$ cat config.mk
export PLATFORM = sky130hd
export DESIGN_NAME = seg_scan_display
export DESIGN_NICKNAME = d
export VERILOG_FILES = /design/src/rtl/seg_disp_pkg.sv /design/src/rtl/seg_scan_display_bin2bcd.sv /design/src/rtl/seg_scan_display.sv
export SDC_FILE = /design/constraint.sdc
export NUM_CORES = 1
export LEC_CHECK = 0
export CORE_UTILIZATION = 45
export CTS_CLUSTER_DIAMETER = 40
export CTS_CLUSTER_SIZE = 28
export DETAILED_ROUTE_END_ITERATION = 7
export GPL_ROUTABILITY_DRIVEN = 0
export PLACE_DENSITY = 0.7
export SETUP_SLACK_MARGIN = 0.2
export SYNTH_ARGS = -nofsm -noshare
export SYNTH_HDL_FRONTEND = slang
export SYNTH_SLANG_ARGS = --single-unit
$ cat constraint.sdc
create_clock -name clk -period 5 [get_ports clk]
set_clock_uncertainty 0.15 [all_clocks]
set_input_delay 0.75 -clock clk [delete_from_list [all_inputs] [get_ports clk]]
set_output_delay 0.75 -clock clk [all_outputs]
set_load 0.01 [all_outputs]
$ cat src/rtl/seg_disp_pkg.sv
// Shared constants, FSM encoding and glyph encoder for the segment scan display.
package seg_disp_pkg;

  localparam logic [2:0] ST_IDLE   = 3'd0;
  localparam logic [2:0] ST_CLAMP  = 3'd1;
  localparam logic [2:0] ST_SHIFT  = 3'd2;
  localparam logic [2:0] ST_BLANK  = 3'd3;
  localparam logic [2:0] ST_COMMIT = 3'd4;

  localparam logic [3:0] SEG_BLANK_NIB = 4'hF;

  localparam logic [6:0] GLYPH_0 = 7'h3F;
  localparam logic [6:0] GLYPH_1 = 7'h06;
  localparam logic [6:0] GLYPH_2 = 7'h5B;
  localparam logic [6:0] GLYPH_3 = 7'h4F;
  localparam logic [6:0] GLYPH_4 = 7'h66;
  localparam logic [6:0] GLYPH_5 = 7'h6D;
  localparam logic [6:0] GLYPH_6 = 7'h7D;
  localparam logic [6:0] GLYPH_7 = 7'h07;
  localparam logic [6:0] GLYPH_8 = 7'h7F;
  localparam logic [6:0] GLYPH_9 = 7'h6F;

  // Nibble to segments a..g; non-decimal codes (including the blank nibble) are dark.
  function automatic logic [6:0] seg_encode(input logic [3:0] nib);
    case (nib)
      4'd0:    return GLYPH_0;
      4'd1:    return GLYPH_1;
      4'd2:    return GLYPH_2;
      4'd3:    return GLYPH_3;
      4'd4:    return GLYPH_4;
      4'd5:    return GLYPH_5;
      4'd6:    return GLYPH_6;
      4'd7:    return GLYPH_7;
      4'd8:    return GLYPH_8;
      4'd9:    return GLYPH_9;
      default: return 7'h00;
    endcase
  endfunction

  // 10^n, used to derive the per-field saturation limit.
  function automatic int unsigned pow10(input int unsigned n);
    int unsigned r;
    r = 1;
    for (int unsigned i = 0; i < n; i++) r = r * 10;
    return r;
  endfunction

endpackage

$ cat src/rtl/seg_scan_display_bin2bcd.sv
// Serial double-dabble converter: one input bit per cycle after i_start.
module bin2bcd_seq
  import seg_disp_pkg::*;
#(
  parameter int unsigned VAL_W        = 16,
  parameter int unsigned FIELD_DIGITS = 4
) (
  input  logic                        clk,
  input  logic                        rst,
  input  logic                        i_start,
  input  logic [VAL_W-1:0]            i_bin,
  output logic                        o_done_c,
  output logic [4*FIELD_DIGITS-1:0]   o_bcd
);

  localparam int unsigned BCD_W = 4 * FIELD_DIGITS;
  localparam int unsigned CNT_W = (VAL_W > 1) ? $clog2(VAL_W) : 1;

  logic [VAL_W-1:0] r_bin;
  logic [BCD_W-1:0] r_bcd;
  logic [BCD_W-1:0] w_adj;
  logic [CNT_W-1:0] r_cnt;
  logic             r_run;

  // Add 3 to every BCD nibble that is 5 or more before the next shift.
  always_comb begin
    w_adj = r_bcd;
    for (int d = 0; d < int'(FIELD_DIGITS); d++) begin
      if (r_bcd[d*4 +: 4] >= 4'd5) w_adj[d*4 +: 4] = r_bcd[d*4 +: 4] + 4'd3;
    end
  end

  // Load on start, then shift one binary bit into the BCD register per cycle.
  always_ff @(posedge clk or posedge rst) begin
    if (rst) begin
      r_bin <= '0;
      r_bcd <= '0;
      r_cnt <= '0;
      r_run <= 1'b0;
    end else if (i_start) begin
      r_bin <= i_bin;
      r_bcd <= '0;
      r_cnt <= '0;
      r_run <= 1'b1;
    end else if (r_run) begin
      r_bcd <= {w_adj[BCD_W-2:0], r_bin[VAL_W-1]};
      r_bin <= {r_bin[VAL_W-2:0], 1'b0};
      r_cnt <= r_cnt + CNT_W'(1);
      if (r_cnt == CNT_W'(VAL_W - 1)) r_run <= 1'b0;
    end
  end

  assign o_done_c = r_run && (r_cnt == CNT_W'(VAL_W - 1));
  assign o_bcd    = r_bcd;

endmodule

$ cat src/rtl/seg_scan_display.sv
// Multiplexed 7-segment scanner with shared sequential BCD conversion, blink, PWM dim and DP mask.
module seg_scan_display
  import seg_disp_pkg::*;
#(
  parameter int unsigned NUM_FIELDS   = 2,
  parameter int unsigned FIELD_DIGITS = 4,
  parameter int unsigned VAL_W        = 16
) (
  input  logic                                 clk,
  input  logic                                 rst,
  input  logic                                 i_tick_scan,
  input  logic                                 i_tick_blink,
  input  logic [NUM_FIELDS*VAL_W-1:0]          i_field_val,
  input  logic                                 i_load,
  output logic                                 o_busy,
  input  logic [NUM_FIELDS-1:0]                i_field_blink,
  input  logic [NUM_FIELDS*FIELD_DIGITS-1:0]   i_dp_mask,
  input  logic [2:0]                           i_dim_level,
  output logic [7:0]                           o_seg_data,
  output logic [NUM_FIELDS*FIELD_DIGITS-1:0]   o_seg_com
);

  localparam int unsigned NUM_DIGITS = NUM_FIELDS * FIELD_DIGITS;
  localparam int unsigned BCD_W      = 4 * FIELD_DIGITS;
  localparam int unsigned FIDX_W     = (NUM_FIELDS > 1) ? $clog2(NUM_FIELDS) : 1;
  localparam int unsigned SCAN_W     = (NUM_DIGITS > 1) ? $clog2(NUM_DIGITS) : 1;
  localparam int unsigned MAX_VAL    = pow10(FIELD_DIGITS) - 1;

  logic [2:0]                  r_state;
  logic [2:0]                  w_state_nxt;
  logic [NUM_FIELDS*VAL_W-1:0] r_hold;
  logic [FIDX_W-1:0]           r_fidx;
  logic [NUM_DIGITS*4-1:0]     r_stage;
  logic [NUM_DIGITS*4-1:0]     r_disp;
  logic                        r_busy;
  logic [VAL_W-1:0]            w_raw;
  logic [VAL_W-1:0]            w_clamped;
  logic                        w_start_c;
  logic                        w_done_c;
  logic [BCD_W-1:0]            w_bcd;
  logic [BCD_W-1:0]            w_blanked;
  logic                        w_lead;
  logic                        w_last_field;
  logic [SCAN_W-1:0]           r_scan;
  logic [2:0]                  r_pwm;
  logic                        r_blink;
  logic [3:0]                  w_nib;
  logic [NUM_DIGITS-1:0]       w_dig_blink;
  logic                        w_lit;
  logic [NUM_DIGITS-1:0]       r_com;
  logic [7:0]                  r_seg;

  bin2bcd_seq #(
    .VAL_W        (VAL_W),
    .FIELD_DIGITS (FIELD_DIGITS)
  ) u_bcd (
    .clk      (clk),
    .rst      (rst),
    .i_start  (w_start_c),
    .i_bin    (w_clamped),
    .o_done_c (w_done_c),
    .o_bcd    (w_bcd)
  );

  // Select the field being converted and saturate it to the digit capacity.
  always_comb begin
    w_raw = '0;
    for (int f = 0; f < int'(NUM_FIELDS); f++) begin
      if (r_fidx == FIDX_W'(f)) w_raw = r_hold[f*VAL_W +: VAL_W];
    end
    w_clamped = (32'(w_raw) > MAX_VAL) ? VAL_W'(MAX_VAL) : w_raw;
  end

  // Leading-zero blanking from the top digit down; the ones digit always shows.
  always_comb begin
    w_blanked = w_bcd;
    w_lead    = 1'b1;
    for (int d = int'(FIELD_DIGITS) - 1; d >= 1; d--) begin
      if (w_lead && (w_bcd[d*4 +: 4] == 4'h0)) w_blanked[d*4 +: 4] = SEG_BLANK_NIB;
      else w_lead = 1'b0;
    end
  end

  assign w_last_field = (r_fidx == FIDX_W'(NUM_FIELDS - 1));
  assign w_start_c    = (r_state == ST_CLAMP);

  // Conversion FSM state register.
  always_ff @(posedge clk or posedge rst) begin
    if (rst) r_state <= ST_IDLE;
    else     r_state <= w_state_nxt;
  end

  // Conversion FSM next state.
  always_comb begin
    w_state_nxt = r_state;
    case (r_state)
      ST_IDLE:   if (i_load) w_state_nxt = ST_CLAMP;
      ST_CLAMP:  w_state_nxt = ST_SHIFT;
      ST_SHIFT:  if (w_done_c) w_state_nxt = ST_BLANK;
      ST_BLANK:  w_state_nxt = w_last_field ? ST_COMMIT : ST_CLAMP;
      ST_COMMIT: w_state_nxt = ST_IDLE;
      default:   w_state_nxt = ST_IDLE;
    endcase
  end

  // Capture, per-field staging and atomic commit into the display registers.
  always_ff @(posedge clk or posedge rst) begin
    if (rst) begin
      r_hold  <= '0;
      r_fidx  <= '0;
      r_stage <= '1;
      r_disp  <= '1;
      r_busy  <= 1'b0;
    end else begin
      r_busy <= (w_state_nxt != ST_IDLE);
      if ((r_state == ST_IDLE) && i_load) begin
        r_hold <= i_field_val;
        r_fidx <= '0;
      end
      if (r_state == ST_BLANK) begin
        for (int f = 0; f < int'(NUM_FIELDS); f++) begin
          if (r_fidx == FIDX_W'(f)) r_stage[f*BCD_W +: BCD_W] <= w_blanked;
        end
        if (!w_last_field) r_fidx <= r_fidx + FIDX_W'(1);
      end
      if (r_state == ST_COMMIT) r_disp <= r_stage;
    end
  end

  // Digit scan index, PWM counter and blink phase.
  always_ff @(posedge clk or posedge rst) begin
    if (rst) begin
      r_scan  <= '0;
      r_pwm   <= '0;
      r_blink <= 1'b0;
    end else begin
      r_pwm <= r_pwm + 3'd1;
      if (i_tick_scan) begin
        if (r_scan == SCAN_W'(NUM_DIGITS - 1)) r_scan <= '0;
        else                                    r_scan <= r_scan + SCAN_W'(1);
      end
      if (i_tick_blink) r_blink <= ~r_blink;
    end
  end

  for (genvar g = 0; g < int'(NUM_DIGITS); g++) begin : g_dig_blink
    assign w_dig_blink[g] = i_field_blink[g / FIELD_DIGITS];
  end

  // Nibble of the currently scanned digit.
  always_comb begin
    w_nib = SEG_BLANK_NIB;
    for (int i = 0; i < int'(NUM_DIGITS); i++) begin
      if (r_scan == SCAN_W'(i)) w_nib = r_disp[i*4 +: 4];
    end
  end

  assign w_lit = (r_pwm <= i_dim_level);

  // Registered segment and common drive.
  always_ff @(posedge clk or posedge rst) begin
    if (rst) begin
      r_com <= '1;
      r_seg <= 8'h00;
    end else if (w_lit) begin
      r_com <= ~(NUM_DIGITS'(1) << r_scan);
      r_seg <= (r_blink && w_dig_blink[r_scan]) ? 8'h00
                                                : {i_dp_mask[r_scan], seg_encode(w_nib)};
    end else begin
      r_com <= '1;
      r_seg <= 8'h00;
    end
  end

  assign o_busy     = r_busy;
  assign o_seg_data = r_seg;
  assign o_seg_com  = r_com;

endmodule

==> impl_metrics.env <==
export IMPL_grt_pass1_wl_um=25200
export IMPL_stdcell_count=962
export IMPL_synthArstFlopShare_pct=100
export IMPL_start_util_pct=45.9
export IMPL_numCtsBuffers=17
export IMPL_synth_warnings=0
export IMPL_drc=0
export IMPL_numPortBuffers=66
export IMPL_reg2reg_depth=10
export IMPL_synth_edff_count=0
export IMPL_io_pins=67
export IMPL_vias=5099
export IMPL_netlist_area_mm2=0.00756
export IMPL_cp_slowest_cell="dfrtp_1"
export IMPL_track_usage_pct=18.1
export IMPL_vias_per_cell=5.30
export IMPL_drt_pass1_iter_count=5
export IMPL_final_common_cell="dfrtp_1"
export IMPL_hp_class="reg -> reg"
export IMPL_first_global_vias=5323
export IMPL_antennaDiodeCount=0
export IMPL_clock_sinks=161
export IMPL_fmax_mhz=303
export IMPL_rows=47
export IMPL_post_route_period_util_pct=66.0
export IMPL_syn_avg_cell_area_um2=11.3
export IMPL_reg2reg_slack_ns=1.70
export IMPL_hold_viol_final=0
export IMPL_clockBufferDepth=2
export IMPL_min_to="r_pwm[0]"
export IMPL_power_density_mw_per_mm2=686
export IMPL_tightest_slew_ns=1.05
export IMPL_min_period_ns=3.30
export IMPL_dpl_hpwl_um=9830
export IMPL_die_h_um=132
export IMPL_placeableCoreArea_mm2=0.0165
export IMPL_ys_ff_latch=161
export IMPL_critPathArrivalTime_ns=3.47
export IMPL_synth_cell_type_count=53
export IMPL_worstPathRequired_ns=5.17
export IMPL_crit_buf_inv=2
export IMPL_dpl_cell_count=930
export IMPL_rr_endpoint="o_seg_data[3]"
export IMPL_setup_ws_ns=1.70
export IMPL_hold_depth=1
export IMPL_area_growth_synth_to_final_pct=19.3
export IMPL_synth_main_ff_cell="dfrtp_1"
export IMPL_drtIter0Drc=363
export IMPL_grt_max_degree=162
export IMPL_ys_seq_area_share_pct=54.5
export IMPL_syn_num_nets=748
export IMPL_slew_headroom_pct=30.2
export IMPL_status="finished clean"
export IMPL_maxSlewViolCount=0
export IMPL_critPathMaxFanout=21
export IMPL_cts_resized=0
export IMPL_reg2reg_from="r_scan[2]"
export IMPL_route_final_wire_length_um=14500
export IMPL_cts_tree="done"
export IMPL_ir_drop_mv=0.340
export IMPL_cpPeakStageDelay_ns=0.75
export IMPL_insertion_delay_ns=0.43
export IMPL_fin_tns_setup_ns=0
export IMPL_finalSetupViolCount=0
export IMPL_drive_above_1_share_pct=26.3
export IMPL_syn_inst=671
export IMPL_pre_cts_slack_ns=1.74
export IMPL_h_tree_depth=4
export IMPL_overflow=0
export IMPL_cts_clk_slew_worst_paths_ns=0.06
export IMPL_path_delay_family="compound AO/OA/AOI/OAI gates"
export IMPL_avgRoutedWirePerCell_um=15.1
export IMPL_critPathKind="reg -> reg"
export IMPL_rsz0062_at_grt="false"
export IMPL_die_area_mm2=0.0173
export IMPL_cp_cell_sequence="inv_1 > ha_1 > nand2b_1 > a22o_1 > o211ai_2 > a2bb2oi_2 > inv_1 > ha_1 > mux2_2 > o32ai_1"
export IMPL_drtAntennaViolNets=0
export IMPL_clockRootBuffer="clkbuf_16"
export IMPL_postCtsSetupBuffers=0
export IMPL_crit_path_end_kind="register"
export IMPL_p_leak_nw=3.88
export IMPL_antenna_found_initial=0
export IMPL_layout_common_cells="89 x dfrtp_1, 72 x dfstp_2, 71 x mux2_2"
export IMPL_fp_dieW_um=132
export IMPL_hold_start="r_pwm[0]"
export IMPL_drv_cap=0
export IMPL_cts_hold_buffers=0
export IMPL_nets=806
export IMPL_worst_setup_path_start_kind="register"
## Yosys cell counts (5+ instances only)
cell type | count | area [um2]
xnor2_1 | 6 | 52.6
mux2i_1 | 25 | 250
nor2_1 | 63 | 236
nand2_1 | 53 | 199
o21ai_0 | 41 | 205
mux2_2 | 71 | 800
dfstp_2 | 72 | 1890
dfrtp_1 | 89 | 2230
buf_2 | 16 | 80.1
ha_1 | 27 | 338
nor3_1 | 6 | 30.0
nor2b_1 | 8 | 50.1
nand3_1 | 12 | 60.1
xor2_1 | 5 | 43.8
clkbuf_1 | 14 | 52.6
nand2b_1 | 8 | 50.1
a21oi_1 | 52 | 260
a21o_1 | 6 | 45.0
inv_1 | 28 | 105
nor3b_1 | 6 | 45.0
## how the worst max path moves through the flow
stage	start	slack, ns	depth (start not counted)	to
after floorplan	rst	2.12	1	o_busy
after global placement	i_dim_level[1]	1.84	8	o_seg_data[5]
after CTS	r_scan[2]	1.75	10	o_seg_data[3]
after global routing	r_scan[2]	1.48	10	o_seg_data[3]
after detailed placement	i_dim_level[1]	1.74	8	o_seg_data[6]
final	r_scan[2]	1.70	10	o_seg_data[3]
## layer usage
metal / share of wire, % / up-vias / GRT usage, % / wire, um
met4: 2.0 / 0 / 7.95 / 284
met1: 45 / 2508 / 22.1 / 6460
met3: 3.8 / 27 / 4.21 / 551
met2: 50 / 108 / 30.6 / 7220
li1: - / 2456 / - / -
met5: 0 / - / 0 / 0
## sequential cells by signal (all words and copies together) (netlist names), 3 cells and up
register,cells
r_disp,32
r_hold,32
r_stage,32
u_bcd.o_bcd,16
u_bcd.r_bin,16
o_seg_com,8
o_seg_data,8
u_bcd.r_cnt,4
r_pwm,3
r_scan,3
r_state,3
## area by class of cell
cell class / count / area, um2
Multi-Input combinational cell: 448 / 3190
Clock inverter: 13 / 149
Inverter: 28 / 109
Clock buffer: 19 / 454
Timing Repair Buffer: 73 / 726
Fill cell: 1376 / 7440
Sequential cell: 161 / 4120
Tap cell: 220 / 275
## power by group
group / internal [mW] / switching (mW)
Combinational: 1.15 / 1.22
Sequential: 2.05 / 0.457
Clock: 0.773 / 0.537
## cells by family after synthesis
family,Yosys count,synth area share (%)
buffers and inverters,62,3.54
adder cells (fa/ha/maj),27,4.47
AO/OA/AOI/OAI,140,11.5
AND/OR/NAND/NOR,172,10.3
multiplexers,98,14.5
XOR/XNOR,11,1.27
flip-flops,161,54.5
## metrics by stage
step	utilization, %	area, um2	hold slack [ns]	total power, mW
after floorplan	-	7570	0.268	4.24
after global routing	54.8	9020	0.312	6.64
after CTS	54.8	9020	0.297	6.24
final	54.8	9020	0.294	6.19
after detailed placement	51.1	8420	0.289	4.88
after global placement	51.1	8420	0.283	4.72
Power figures use the tool's default switching activity.
